--- config.mk ---
export PLATFORM = sky130hd
export DESIGN_NAME = traffic_sensor_if
export DESIGN_NICKNAME = d
export VERILOG_FILES = /design/src/rtl/traffic_sensor_if.sv
export SDC_FILE = /design/constraint.sdc
export NUM_CORES = 1
export LEC_CHECK = 0
export BUFFER_PORTS_ARGS = -buffer_cell sky130_fd_sc_hd__buf_2
export CORE_UTILIZATION = 45
export DETAILED_ROUTE_END_ITERATION = 16
export HOLD_SLACK_MARGIN = 0.15
export PLACE_DENSITY = 0.66
export SYNTH_ARGS = -nofsm -noshare
export SYNTH_HDL_FRONTEND = slang
export SYNTH_SLANG_ARGS = --single-unit
--- constraint.sdc ---
create_clock -name clk -period 2.5 [get_ports clk]
set_input_delay 0.25 -clock clk [delete_from_list [all_inputs] [get_ports clk]]
set_output_delay 0.25 -clock clk [all_outputs]
set_load 0.02 [all_outputs]
--- src/rtl/traffic_sensor_if.sv ---
// Sensor front-end: synchronizes and debounces the E/W loop and emergency
// inputs, latches E/W service requests and flags illegal light combinations.
module traffic_sensor_if #(
    parameter int unsigned DEBOUNCE   = 3,
    parameter int unsigned EMGCY_HOLD = 4
) (
    input  logic       clk,
    input  logic       reset_n,
    input  logic       ew_loop_raw,
    input  logic       emgcy_raw,
    input  logic [2:0] ns_light,
    input  logic [2:0] ew_light,
    output logic       ew_sensor,
    output logic       emgcy_sensor,
    output logic [7:0] ew_wait_cycles,
    output logic       light_fault
);

    localparam logic [2:0] L_OFF   = 3'd0;
    localparam logic [2:0] L_RED   = 3'd1;
    localparam logic [2:0] L_GREEN = 3'd3;
    localparam logic [2:0] L_PRE   = 3'd4;

    localparam logic [3:0] DEB_LAST  = 4'(DEBOUNCE - 1);
    localparam logic [3:0] HOLD_INIT = 4'(EMGCY_HOLD);

    logic       loop_s1_q, loop_s1_d;
    logic       loop_s2_q, loop_s2_d;
    logic [3:0] loop_cnt_q, loop_cnt_d;
    logic       loop_deb_q, loop_deb_d;

    logic       em_s1_q, em_s1_d;
    logic       em_s2_q, em_s2_d;
    logic [3:0] em_cnt_q, em_cnt_d;
    logic       em_deb_q, em_deb_d;

    logic [3:0] hold_cnt_q, hold_cnt_d;
    logic       ew_sensor_q, ew_sensor_d;
    logic       emgcy_sensor_q, emgcy_sensor_d;
    logic [7:0] wait_q, wait_d;
    logic       fault_q, fault_d;

    logic       ew_clear;
    logic       ew_set;
    logic       code_bad;
    logic       green_clash;

    always_comb begin
        loop_s1_d  = ew_loop_raw;
        loop_s2_d  = loop_s1_q;
        loop_cnt_d = loop_cnt_q;
        loop_deb_d = loop_deb_q;
        if (loop_s2_q == loop_deb_q) begin
            loop_cnt_d = '0;
        end else if (loop_cnt_q == DEB_LAST) begin
            loop_deb_d = loop_s2_q;
            loop_cnt_d = '0;
        end else begin
            loop_cnt_d = loop_cnt_q + 4'd1;
        end
    end

    always_comb begin
        em_s1_d  = emgcy_raw;
        em_s2_d  = em_s1_q;
        em_cnt_d = em_cnt_q;
        em_deb_d = em_deb_q;
        if (em_s2_q == em_deb_q) begin
            em_cnt_d = '0;
        end else if (em_cnt_q == DEB_LAST) begin
            em_deb_d = em_s2_q;
            em_cnt_d = '0;
        end else begin
            em_cnt_d = em_cnt_q + 4'd1;
        end
    end

    // Hold starts on the falling edge of the debounced level, so a quick
    // re-assertion overlaps the extension and leaves no gap.
    always_comb begin
        hold_cnt_d = hold_cnt_q;
        if (em_deb_q) begin
            hold_cnt_d = em_deb_d ? 4'd0 : HOLD_INIT;
        end else if (hold_cnt_q != 4'd0) begin
            hold_cnt_d = hold_cnt_q - 4'd1;
        end
        emgcy_sensor_d = em_deb_q | (hold_cnt_q != 4'd0);
    end

    always_comb begin
        ew_clear    = (ew_light == L_GREEN) || (ew_light == L_OFF);
        ew_set      = loop_deb_q && (ew_light == L_RED);
        ew_sensor_d = ew_sensor_q;
        if (ew_clear) begin
            ew_sensor_d = 1'b0;
        end else if (ew_set) begin
            ew_sensor_d = 1'b1;
        end
    end

    always_comb begin
        wait_d = '0;
        if (ew_sensor_q) begin
            wait_d = (wait_q == 8'hFF) ? wait_q : wait_q + 8'd1;
        end
    end

    always_comb begin
        code_bad    = (ns_light > L_PRE) || (ew_light > L_PRE);
        green_clash = (ns_light == L_GREEN)
                   && ((ew_light == L_GREEN) || (ew_light == L_PRE));
        fault_d     = fault_q | code_bad | green_clash;
    end

    always_ff @(posedge clk or negedge reset_n) begin
        if (!reset_n) begin
            loop_s1_q      <= 1'b0;
            loop_s2_q      <= 1'b0;
            loop_cnt_q     <= '0;
            loop_deb_q     <= 1'b0;
            em_s1_q        <= 1'b0;
            em_s2_q        <= 1'b0;
            em_cnt_q       <= '0;
            em_deb_q       <= 1'b0;
            hold_cnt_q     <= '0;
            ew_sensor_q    <= 1'b0;
            emgcy_sensor_q <= 1'b0;
            wait_q         <= '0;
            fault_q        <= 1'b0;
        end else begin
            loop_s1_q      <= loop_s1_d;
            loop_s2_q      <= loop_s2_d;
            loop_cnt_q     <= loop_cnt_d;
            loop_deb_q     <= loop_deb_d;
            em_s1_q        <= em_s1_d;
            em_s2_q        <= em_s2_d;
            em_cnt_q       <= em_cnt_d;
            em_deb_q       <= em_deb_d;
            hold_cnt_q     <= hold_cnt_d;
            ew_sensor_q    <= ew_sensor_d;
            emgcy_sensor_q <= emgcy_sensor_d;
            wait_q         <= wait_d;
            fault_q        <= fault_d;
        end
    end

    assign ew_sensor      = ew_sensor_q;
    assign emgcy_sensor   = emgcy_sensor_q;
    assign ew_wait_cycles = wait_q;
    assign light_fault    = fault_q;

endmodule

# ---- Word-level counts from Yosys, hierarchy flattened
# Cells that the tools add are included.
dict set report classes {
  add_sub_neg 4
  order_cmp 2
  n_eq_ne 10
  mux 13
  bitwise 4
  n_reduce_logical 10
}
# cell count
set ops {}
lappend ops {{$mux W4} 6}
lappend ops {{$mux W8} 2}
lappend ops {{$add A4 B1 Y4 const B} 2}
lappend ops {{$add A8 B1 Y8 const B} 1}
lappend ops {{$eq A4 B2 Y1 const B} 2}
lappend ops {{$eq A8 B8 Y1 const B} 1}
lappend ops {{$eq A3 B2 Y1 const B} 2}
lappend ops {{$gt A3 B3 Y1 const B} 2}
lappend ops {{$mux W1} 4}
lappend ops {{$reduce_bool A2 Y1} 2}
lappend ops {{$reduce_bool A4 Y1} 1}
lappend ops {{$sub A4 B1 Y4 const B} 1}
lappend ops {{$eq A3 B1 Y1 const B} 1}
lappend ops {{$eq A3 B3 Y1 const B} 1}
lappend ops {{$logic_not A3 Y1} 1}
lappend ops {{$logic_or A1 B1 Y1} 3}
lappend ops {{$mux W3} 1}
lappend ops {{$or A1 B1 Y1} 3}
lappend ops {{$eq A1 B1 Y1} 2}
lappend ops {{$logic_and A1 B1 Y1} 2}
lappend ops {{$ne A2 B2 Y1 const B} 1}
lappend ops {{$reduce_and A2 Y1} 1}
lappend ops {{$not A1 Y1} 1}
dict set report word_totals {
  reg_bits 29
  output_inout_bits 11
  elab_cells 56
}

# ---- Logic depth before layout (Yosys ltp)
dict set report logic_depth {
  depth_word 5
  depth_mapped 5
  mapped_depth_nobuf 5
}

# ---- Least setup slack after synthesis
# No wires, ideal clock.
dict set report synth_timing {
  kind {reg2reg}
  start {register wait_q[0], in the netlist ew_wait_cycles[0]}
  end {register wait_q[6], in the netlist ew_wait_cycles[6]}
  setup_time_ns 0.130
  arrival_ns 1.231
  required_ns 2.370
  setup_slack_ns 1.139
  stages_incl_launch_ff 5
  cell_sequence {dfrtp_1 -> ha_1 -> nand3_1 -> nor4b_1 -> nor3_1}
}
dict set report synth_between {
  elab_chain_len 3
}
# item line
set synth_rtl {}
lappend synth_rtl {{start: declaration} 40} ;# logic [7:0] wait_q, wait_d;
lappend synth_rtl {{start signal: assignment} 142} ;# wait_q <= wait_d;
lappend synth_rtl {{$add A8 B1 Y8} 104} ;# wait_d = (wait_q == 8'hFF) ? wait_q : wait_q + 8'd1;
lappend synth_rtl {{$mux W8} 104}
lappend synth_rtl {{$mux W8} 103} ;# if (ew_sensor_q) begin
# Parallel ways exist; a longest one is shown, timed or not. The select of a mux whose other input is x is not followed.
# A chain may end at the register's enable or synchronous reset.

# ---- Final worst setup path
# Ends and elaborated chain as after synthesis.

==> results.json <==
{
  "synth_cells": 123,
  "cts_buffer_depth": 2,
  "drtAntennaViolNets": 0,
  "die_w_um": 56.5,
  "final.setup.worst_slack_ps": 1070,
  "cts.sink_count": 29,
  "synth-compound-area-share": 0.118,
  "clk_root_buffer_cell": "clkbuf_4",
  "max_freq_mhz": 701,
  "synth_top_family_by_area": "simple AND/OR/NAND/NOR gates",
  "rsz0062_at_grt": "false",
  "final_common_cell": "dfrtp_1",
  "status": "finished clean",
  "crit_fanout": 7,
  "drtIter0Drc": 40,
  "post_cts_buffers": 0,
  "holdBufCountCts": 3,
  "place.gp.congestion": 0.781,
  "antennaDiodeCount": 0,
  "final_nets": 166,
  "ys_warn_count": 0,
  "synthArstFlopShare": 1.00,
  "finClkSkew_ps": 3.31,
  "worstSetupPathType": "register to register",
  "endpoint_kind": "register",
  "cts_buffers": 5,
  "tightest_slew_ps": 624,
  "routedWlPerCell_um": 13.0,
  "clk-insertion-delay-late_ps": 310,
  "total_power_mw": 1.38,
  "final_cells": 182,
  "max-vdd-ir-drop_mv": 0.623,
  "start_util": 0.480,
  "cts_tree": "built",
  "synth_flop_cell": "dfrtp_1",
  "dpl.cell_count": 172,
  "io_buffers": 20,
  "r2r-start": "ew_wait_cycles[0]",
  "dp_hpwl_mm": 1.65,
  "grt_pass1_wl_mm": 4.20,
  "fin_crit_sh": 0.571,
  "rows": 19,
  "grt_max_degree": 30,
  "layout.cells.most_common_list": "dfrtp_1 (29), buf_2 (20), nor2_1 (12)",
  "cts_resized": 0,
  "core_mm2": 0.00278,
  "finalMaxSlewViolations": 0,
  "hold_viol_final": 0,
  "drive_gt1_frac": 0.199,
  "ys_seq_area_frac": 0.544,
  "drtPass1Iterations": 4,
  "synth.distinct_cells": 34,
  "setup_viol": 0,
  "synth_edf_count": 0,
  "syn-num-nets": 138,
  "period_minus_slack_ps": 1430,
  "place_ws_ps": 1100,
  "cp.required_ps": 2690,
  "post_dp_cell_area_mm2": 0.00146,
  "relSlewSlack": 0.584,
  "arrival_ps": 1610,
  "routed_wl_mm": 2.36,
  "num_vias": 984,
  "syn-mean-instance-area_um2": 10.9,
  "finalInstanceArea_mm2": 0.00155,
  "antenna_found_initial": 0,
  "h-tree-depth": 2,
  "clk_pin_slew_worst_paths_ps": 80,
  "fin_hold_ws_ps": 186,
  "p_leak_nw": 0.726,
  "globalRouteOverflowTotal": 0,
  "synth-seq-cells": 29,
  "powerDensity_mw_per_mm2": 893,
  "synth_simple_gate_area_frac": 0.194,
  "post-route-util": 0.557,
  "drcViolationCount": 0,
  "setup_total_negative_slack_ps": 0,
  "cp-startpoint": "ew_wait_cycles[0]",
  "dieHeight_um": 56.5,
  "vias_per_cell": 5.41,
  "synthXorXnorAreaFrac": 0.0459,
  "maxCapViolations": 0,
  "dieArea_mm2": 0.00319,
  "grt_pass1_vias": 973,
  "synthMuxAreaShare": 0.0244,
  "pin_count": 21,
  "cp-start-kind": "register",
  "hold_path_class": "primary input to register",
  "area_growth_pct": 16.0,
  "grtUsageTotal": 0.174,
  "synthAdderAreaFrac": 0.0469,
  "mappedNetlistArea_mm2": 0.00134,
  "min-delay-start": "ew_light[1]"
}
[routing by layer]
| layer | global-route usage | share of wire |
|---|---|---|
| met5 | 0 | 0 |
| met4 | 0.0976 | 0.014 |
| met2 | 0.272 | 0.47 |
| met3 | 0.0530 | 0.027 |
| met1 | 0.212 | 0.49 |
[worst max-delay path, stage by stage (launching register included)]
cell and delay (ps):
dfrtp_1 450, ha_1 260, nand3_1 180, nor4b_1 320, nor3_1 90
[report_power, final]
part           internal, mW  switching (mW)
Sequential            0.572           0.118
Clock                 0.133           0.144
Combinational         0.199           0.218
Total                 0.903           0.480
[cells by family after synthesis]
logic type / after synthesis
compound gates: 27
xor+xnor: 7
fa+ha+maj: 5
buf+inv: 9
flops: 29
mux: 3
simple gates: 43
[cells in the mapped netlist (all sizes together), types with 4 or more instances]
cell type | n | area (um^2)
a31oi | 4 | 25.0
nand2 | 4 | 15.0
inv | 7 | 26.3
ha | 5 | 62.6
a21oi | 9 | 45.0
dfrtp | 29 | 726
nor3 | 5 | 30.0
nor2 | 12 | 45.0
xor2 | 4 | 35.0
nand3 | 4 | 20.0
o21ai | 8 | 40.0
[cell type report]
| type | instances | area [um^2] |
|---|---|---|
| fill | 239 | 1230 |
| sequential | 29 | 726 |
| multi-input combinational | 85 | 573 |
| timing repair buffer | 23 | 130 |
| clock buffer | 7 | 55.1 |
| tap | 31 | 38.8 |
| inverter | 7 | 26.3 |
[path summary, 6_finish.rpt]
kind                                endpoint  slack (ps)  depth (start not counted)
hold / removal                     ew_sensor         190                          2
min in group asynchronous      hold_cnt_q[3]         480                          2
setup reg to reg           ew_wait_cycles[6]        1070                          4
hold reg to reg                    loop_s2_q         350                          0
max in group asynchronous  ew_wait_cycles[3]        1610                          2
setup / recovery           ew_wait_cycles[6]        1070                          4
[state kept, by name, indices dropped and copies added (netlist names)]
signal and cells:
em_deb_q 1, ew_sensor 1, loop_cnt_q 4, loop_deb_q 1
emgcy_sensor 1, em_s1_q 1, loop_s2_q 1, em_cnt_q 4
em_s2_q 1, loop_s1_q 1, hold_cnt_q 4, ew_wait_cycles 8
light_fault 1
No activity file was read; power rests on OpenSTA's default activity.
